[src/rtl/switch_control.sv]
// Phoenix router switch controller: round-robin header arbitration, XY route computation,
// output reservation and crossbar connection tables, with release on the end of each transfer.
module switch_control #(
  parameter int NPORT      = 5,
  parameter int FLIT_WIDTH = 16,
  parameter int ADDR_WIDTH = 8,
  parameter logic [ADDR_WIDTH/2-1:0] LOCAL_X = '0,
  parameter logic [ADDR_WIDTH/2-1:0] LOCAL_Y = '0
) (
  input  logic                        clock,
  input  logic                        reset,
  input  logic [NPORT-1:0]            h,
  input  logic [NPORT*FLIT_WIDTH-1:0] data,
  input  logic [NPORT-1:0]            sender,
  output logic [NPORT-1:0]            ack_h,
  output logic [NPORT-1:0]            free,
  output logic [NPORT*3-1:0]          mux_in,
  output logic [NPORT*3-1:0]          mux_out,
  output logic [1:0]                  fsm_state
);

  localparam int HW = ADDR_WIDTH / 2;

  localparam logic [2:0] EAST  = 3'd0;
  localparam logic [2:0] WEST  = 3'd1;
  localparam logic [2:0] NORTH = 3'd2;
  localparam logic [2:0] SOUTH = 3'd3;
  localparam logic [2:0] LOCAL = 3'd4;

  typedef enum logic [1:0] {S_IDLE, S_ARB, S_ROUTE, S_GRANT} state_t;

  // Handshake: h[i] is a level request held by input i until it sees its one-cycle
  // ack_h[i] pulse; sender[i] stays high for the whole packet and its falling edge
  // releases the connection. No other flow control exists on these signals.

  state_t            state, state_nx;
  logic [2:0]        sel, last, tgt;
  logic [2:0]        pick, idx, route;
  logic              pick_ok, grant;
  logic [NPORT-1:0]  connected, sender_q, eligible, release_v;
  logic [ADDR_WIDTH-1:0] addr;
  logic [HW-1:0]     dx, dy;
  logic              unused_payload;

  assign fsm_state = state;
  assign eligible  = h & ~connected;
  assign release_v = connected & sender_q & ~sender;
  assign grant     = (state == S_GRANT) && free[tgt];

  // Head-flit bits above the address do not influence routing.
  assign unused_payload = ^data;

  // Scan downward so the last hit is the one closest after the pointer.
  always_comb begin
    pick    = '0;
    pick_ok = 1'b0;
    idx     = '0;
    for (int k = NPORT; k >= 1; k--) begin
      idx = 3'((int'(last) + k) % NPORT);
      if (eligible[idx]) begin
        pick    = idx;
        pick_ok = 1'b1;
      end
    end
  end

  always_comb begin
    addr  = data[int'(sel)*FLIT_WIDTH +: ADDR_WIDTH];
    dx    = addr[ADDR_WIDTH-1:HW];
    dy    = addr[HW-1:0];
    route = LOCAL;
    if (dx > LOCAL_X)      route = EAST;
    else if (dx < LOCAL_X) route = WEST;
    else if (dy > LOCAL_Y) route = NORTH;
    else if (dy < LOCAL_Y) route = SOUTH;
  end

  always_comb begin
    ack_h = '0;
    if (grant) ack_h[sel] = 1'b1;
  end

  always_comb begin
    state_nx = state;
    case (state)
      S_IDLE:  if (|eligible) state_nx = S_ARB;
      S_ARB:   state_nx = pick_ok ? S_ROUTE : S_IDLE;
      S_ROUTE: state_nx = S_GRANT;
      S_GRANT: state_nx = S_IDLE;
      default: state_nx = S_IDLE;
    endcase
  end

  always_ff @(posedge clock) begin
    if (reset) begin
      state     <= S_IDLE;
      sel       <= '0;
      last      <= 3'(NPORT - 1);
      tgt       <= '0;
      free      <= '1;
      mux_in    <= '0;
      mux_out   <= '0;
      connected <= '0;
      sender_q  <= '0;
    end else begin
      state    <= state_nx;
      sender_q <= sender;
      if (state == S_ARB && pick_ok) begin
        sel  <= pick;
        last <= pick;
      end
      if (state == S_ROUTE) tgt <= route;
      // Releases and the grant never touch the same output or the same input.
      for (int i = 0; i < NPORT; i++) begin
        if (release_v[i]) begin
          free[mux_out[i*3 +: 3]] <= 1'b1;
          connected[i]            <= 1'b0;
        end
      end
      if (grant) begin
        free[tgt]                <= 1'b0;
        mux_in[int'(tgt)*3 +: 3] <= sel;
        mux_out[int'(sel)*3 +: 3] <= tgt;
        connected[sel]           <= 1'b1;
      end
    end
  end

endmodule

[config.mk]
export PLATFORM = sky130hd
export DESIGN_NAME = switch_control
export DESIGN_NICKNAME = d
export VERILOG_FILES = /design/src/rtl/switch_control.sv
export SDC_FILE = /design/constraint.sdc
export NUM_CORES = 1
export LEC_CHECK = 0
export CAP_MARGIN = 25
export CORE_MARGIN = 3
export CORE_UTILIZATION = 45
export CTS_BUF_LIST = sky130_fd_sc_hd__clkbuf_8
export DETAILED_ROUTE_END_ITERATION = 10
export GPL_TIMING_DRIVEN = 0
export PLACE_DENSITY = 0.81
export REMOVE_ABC_BUFFERS = 1
export SLEW_MARGIN = 20
export SYNTH_ARGS = -nofsm -noshare
export SYNTH_HDL_FRONTEND = slang
export SYNTH_SLANG_ARGS = --single-unit
[constraint.sdc]
create_clock -name clock -period 6 [get_ports clock]
set_input_delay 0.6 -clock clock [delete_from_list [all_inputs] [get_ports clock]]
set_output_delay 0.6 -clock clock [all_outputs]
set_load 0.01 [all_outputs]
==> impl_metrics.ini <==
[floorplan]
fp.dieW_um = 102
die_h_um = 102
die_area_sq_mm = 0.0103
start_util_pct = 46.7
rows = 34
io_pins = 134
core_sq_mm = 0.00881

[yosys]
synth_seq_cells = 42
synth_seq_area_share_pct = 20.4
synth-async-reset-ratio_pct = 0
yosys_warnings = 0
synth.avg_cell_area_sq_um = 7.76
synth_edf_count = 0
synth_cells = 530
synth_ff_type = dfxtp_1
yosys.area.top_type = dfxtp_1
yosys-top-cells-area = dfxtp_1 20%, ha_1 8.8%, a21oi_1 4.9%
synth_cell_types = 74
yosys.area.top_type_share_pct = 20.4
syn_area_sq_mm = 0.00411

[clock_tree]
cts_buffers = 5
cts_hold_buffers = 0
cts_root_buf = clkbuf_8
clk_latency_ns = 0.29
cts_setup_buffers = 0
clockBufferDepth = 2
ctsHtreeMaxLevel = 2
clock-sinks = 42
cts_tree = yes
path_clk_slew_ns = 0.09
cts_resized = 0

[timing]
fin_crit_sh_pct = 90.0
drv_slew = 0
tightest_slew_ns = 0.961
setup_viol_count_final = 0
skew_ns = 0.0107
slew_headroom_pct = 35.9
finalHoldViolCount = 0
period_needed_ns = 5.40
hold_ws_ns = 0.450
rsz0062_at_grt = no
fmax_ghz = 0.185

[worst_setup_path]
required_ns = 6.15
critPathLaunchType = flip-flop
cp_data_arrival_time_ns = 5.55
critPathSlowestCell = dfxtp_1
crit_fanout = 24
crit_type = reg -> reg
cp-end-kind = flip-flop
crit_family = compound AO/OA/AOI/OAI gates
cp_cell_sequence = inv_2 -> ha_2 -> inv_2 -> ha_1 -> or3b_2 -> o22ai_1 -> or2_2 -> ha_1 -> nor2b_1 -> o22ai_2 -> mux2_2 -> nor2_1 -> a2111o_1 -> o31ai_4 -> or3b_1 -> a21oi_1
path_buf_inv = 2
slowest_delay_ns = 0.92

[global_routing]
grt_pass1_wl_um = 19300
grt_usage_pct = 22.8
grt_pass1_vias = 4149
gr-total-overflow = 0
antenna_found_initial = 0
grt_max_degree = 47

[layout]
mostFrequentLayoutCells = 81 x clkdlybuf4s50_1, 51 x nand2_1, 41 x dfxtp_1, 40 x a21oi_1, 37 x nor2_1
nNetsFinal = 715
final.fill_count = 807
final_cell_area_sq_mm = 0.00501
drive_above_1_share_pct = 7.90
final_common_cell = clkdlybuf4s50_1
syn_to_final_growth_pct = 21.8
diodes = 0

[placed_design]
dp_hpwl_um = 8970
portBuffers = 82
gp_congestion = 0.899
place_area_sq_mm = 0.00492

[pwr]
ir_worst_vdd_v = 0.000233
power_density_mw_per_mm2 = 549
power.leakage_nw = 1.88
total_power_mw = 2.75

[detailed_routing]
drc = 0
routedWlPerCell_um = 16.7
first_iter_violations = 192
routed_wl_um = 11800
viasPerCell = 6.04
dr.pass1.iters = 5
drtAntennaViolNets = 0
via_count = 4245

[run_status]
status = finished, final reports clean

[run]
maxCapViolCount = 0

[min_path]
hp-class = reg -> reg
==> metrics by stage <==
step,instances,setup TNS (ns),utilization [%],worst slack (ns)
after floorplan,504,0,-,0.628
after global placement,694,-4.19,55.7,-0.903
after detailed placement,695,0,55.9,0.461
after CTS,703,0,56.9,0.424
after global routing,703,0,56.9,0.317
final,703,0,56.9,0.603
==> final timing paths <==
kind,from,end,slack (ns),cells after the start
hold / removal,free[1],free[1],0.45,1
hold reg to reg,free[1],free[1],0.45,1
setup reg to reg,sel[1],sel[2],0.60,16
setup / recovery,sel[1],sel[2],0.60,16
==> synthesized netlist by cell type (4+ instances only) <==
| master | number |
|---|---|
| dfxtp_1 | 42 |
| xnor2_1 | 8 |
| ha_1 | 29 |
| and3_1 | 6 |
| a211oi_1 | 4 |
| o211ai_1 | 6 |
| nor3_1 | 18 |
| nand3_1 | 15 |
| nand3b_1 | 8 |
| a21oi_1 | 40 |
| clkbuf_1 | 15 |
| nor2_1 | 37 |
| inv_1 | 22 |
| nor3b_1 | 11 |
| nor2b_1 | 18 |
| mux2i_1 | 12 |
| nand4_1 | 10 |
| nand2b_1 | 15 |
| inv_2 | 4 |
| o21ai_0 | 24 |
| or2_2 | 6 |
| a21o_1 | 7 |
| mux4_2 | 6 |
| nor4_1 | 10 |
| buf_4 | 15 |
| or3_1 | 6 |
| and2_1 | 7 |
| nand2_1 | 51 |
| or4_1 | 5 |
==> logic make-up (layout without fill, tap and decap cells) <==
family / count (synthesis) / after routing / share of synthesized area, %
adder cells (fa/ha/maj): 29 / 29 / 8.82
AND/OR/NAND/NOR: 234 / 234 / 31.0
AO/OA/AOI/OAI: 131 / 131 / 22.5
flip-flops: 42 / 42 / 20.4
XOR/XNOR: 10 / 10 / 2.77
buffers and inverters: 62 / 117 / 7.30
multiplexers: 21 / 21 / 7.03
other: 1 / 11 / 0.0912
==> metal layers <==
metal | up-vias | part of all wire [%] | GRT usage (%)
li1 | 2047 | - | -
met4 | 0 | 1.8 | 5.73
met1 | 2005 | 42 | 29.1
met3 | 17 | 8.1 | 4.61
met2 | 176 | 48 | 39.5
met5 | - | 0 | 0
==> registers in the layout (all words and copies together), names as in the netlist <==
signal,flops
tgt,2
sender_q,5
last,1
mux_in,9
sel,3
fsm_state,2
mux_out,10
free,5
connected,5
==> power by group <==
group / internal [mW] / switching (mW) / leakage, nW
Combinational: 0.918 / 1.29 / 1.49
Sequential: 0.296 / 0.0701 / 0.341
Clock: 0.0805 / 0.0997 / 0.0493
Total: 1.29 / 1.46 / 1.88
==> worst reg2reg max path: cells and delay by family (launching register included) <==
family	cells	cell delay, ns
compound gates	5	1.23
fa+ha+maj	3	1.18
buf+inv	2	0.56
flops	1	0.92
mux	1	0.27
simple gates	5	1.09
==> final cells by class <==
class	count	area [sq um]	share of cell area, %
Clock inverter	3	17.5	0.350
Timing Repair Buffer	83	836	16.7
Sequential cell	42	842	16.8
Multi-Input combinational cell	436	3010	60.1
Tap cell	108	135	2.70
Inverter	26	97.6	1.95
Clock buffer	5	68.8	1.37
Note: power is estimated with default switching activity, not from simulation.
==> RTL change (same settings) <==
Reset style: asynchronous (`reset`), changed in one clocked block.
--- a/src/rtl/switch_control.sv
+++ b/src/rtl/switch_control.sv
@@ -91,7 +91,7 @@
     endcase
   end
 
-  always_ff @(posedge clock) begin
+  always_ff @(posedge clock or posedge reset) begin
     if (reset) begin
       state     <= S_IDLE;
       sel       <= '0;
Formal check against the unedited RTL: differs if reset is asserted again (counterexample within 4 cycles, from zero or initial values and one cycle with reset high); with reset held inactive, the same outputs for 4 cycles.
==> RTL change against the original RTL <==
  * Core utilization rose by 2.9 points
  * Via count fell by 9.2%
  * Fmax fell by 6.0%
  * Count of clock-buffer cells in the layout rose by 1
  * Power rose by 9.0%
  * Clock skew fell by 0.0011 ns
  * Wire length fell by 6.9%
  * First-iteration DRC count rose by 97%
  * Cell area fell by 5.4%
  * Synthesized area fell by 8.3%
  * Sequential cell count did not move
  * Largest power group unchanged
  * Setup slack got worse by 0.35 ns
==> RTL change: results (changes against the original RTL) <==
{
  "number_of_clock_buffers_in_the_layout": {"value": 6, "change": "+1"},
  "inv_count": {"value": 25, "change": "-3.8%"},
  "syn_to_final_growth_pct": 25.6,
  "nonClkBufAreaFrac": {"value": 0.177, "change": "+0.0106"},
  "status": "finished clean",
  "ff2ff_path_depth": {"value": 17, "change": "+1"},
  "hold_depth": {"value": 0, "change": "-1"},
  "route.met2.wl": {"value": 5.05, "unit": "mm", "change": "-11%"},
  "synthFlopType": "sky130_fd_sc_hd__dfrtp_1",
  "sequential_cell_area_fraction_in_the_yosys_report": {"value": 0.281, "change": "+0.0761"},
  "post_dp_cell_area": {"value": 0.00462, "unit": "mm²", "change": "-6.1%"},
  "sequential_cell_area": {"value": 0.00106, "unit": "mm²", "change": "+26%"},
  "num-multi-input-gates": {"value": 383, "change": "-12%"},
  "timing.critical_path.arrival": {"value": 5.92, "unit": "ns", "change": "+0.37 ns"},
  "whs_endpoint": "free[1]$_DFF_PP1_",
  "synth_xor_area_frac": {"value": 0.0186, "change": "-0.00911"},
  "global_route_wire_length_before_repair": {"value": 18.2, "unit": "mm", "change": "-5.7%"},
  "final.fill_count": {"value": 697, "change": "-14%"},
  "worstHoldStart": "free[1]$_DFF_PP1_",
  "static-leakage-power": {"value": 1.99, "unit": "nW", "change": "+5.7%"},
  "met3_usage": {"value": 0.0388, "change": "-0.00738"},
  "power.switching_fraction": {"value": 0.536, "change": "+0.00678"},
  "grt_util_met1": {"value": 0.314, "change": "+0.0232"},
  "overall_power_after_layout": {"value": 3.00, "unit": "mW", "change": "+9.0%"},
  "place.detailed.hpwl": {"value": 8.23, "unit": "mm", "change": "-8.3%"}
}
==> RTL change: cell types whose count changed after synthesis, moves of 6 or more <==
cell / before / now
sky130_fd_sc_hd__nor2b_1: 18 / 11
sky130_fd_sc_hd__or3_1: 6 / 0
sky130_fd_sc_hd__dfrtp_1: 0 / 36
sky130_fd_sc_hd__o21ai_0: 24 / 31
sky130_fd_sc_hd__nand4_1: 10 / 3
sky130_fd_sc_hd__nor2_1: 37 / 26
sky130_fd_sc_hd__nand2_1: 51 / 72
sky130_fd_sc_hd__a21oi_1: 40 / 19
sky130_fd_sc_hd__dfstp_2: 0 / 6
sky130_fd_sc_hd__nor3_1: 18 / 12
sky130_fd_sc_hd__dfxtp_1: 42 / 0
==> RTL change: repair_timing <==
action	CTS	global route
resized for setup	3	1
setup endpoints to repair	5	5
buffers inserted	0	0
gates cloned	1	0
==> RTL change: critical path: stages, from the launching register on <==
cell and delay, ns:
sky130_fd_sc_hd__dfrtp_4 0.75, sky130_fd_sc_hd__clkinvlp_4 0.48, sky130_fd_sc_hd__ha_4 0.57, sky130_fd_sc_hd__ha_1 0.30, sky130_fd_sc_hd__nor3b_1 0.10, sky130_fd_sc_hd__o31ai_1 0.46, sky130_fd_sc_hd__xnor2_1 0.34, sky130_fd_sc_hd__inv_1 0.14
sky130_fd_sc_hd__ha_1 0.20, sky130_fd_sc_hd__nand2b_1 0.15, sky130_fd_sc_hd__and3_1 0.18, sky130_fd_sc_hd__a311o_1 0.43, sky130_fd_sc_hd__nor3b_1 0.18, sky130_fd_sc_hd__o2111a_1 0.29, sky130_fd_sc_hd__a31o_1 0.23, sky130_fd_sc_hd__o41ai_4 0.54
sky130_fd_sc_hd__or2_1 0.19, sky130_fd_sc_hd__o21ai_0 0.09
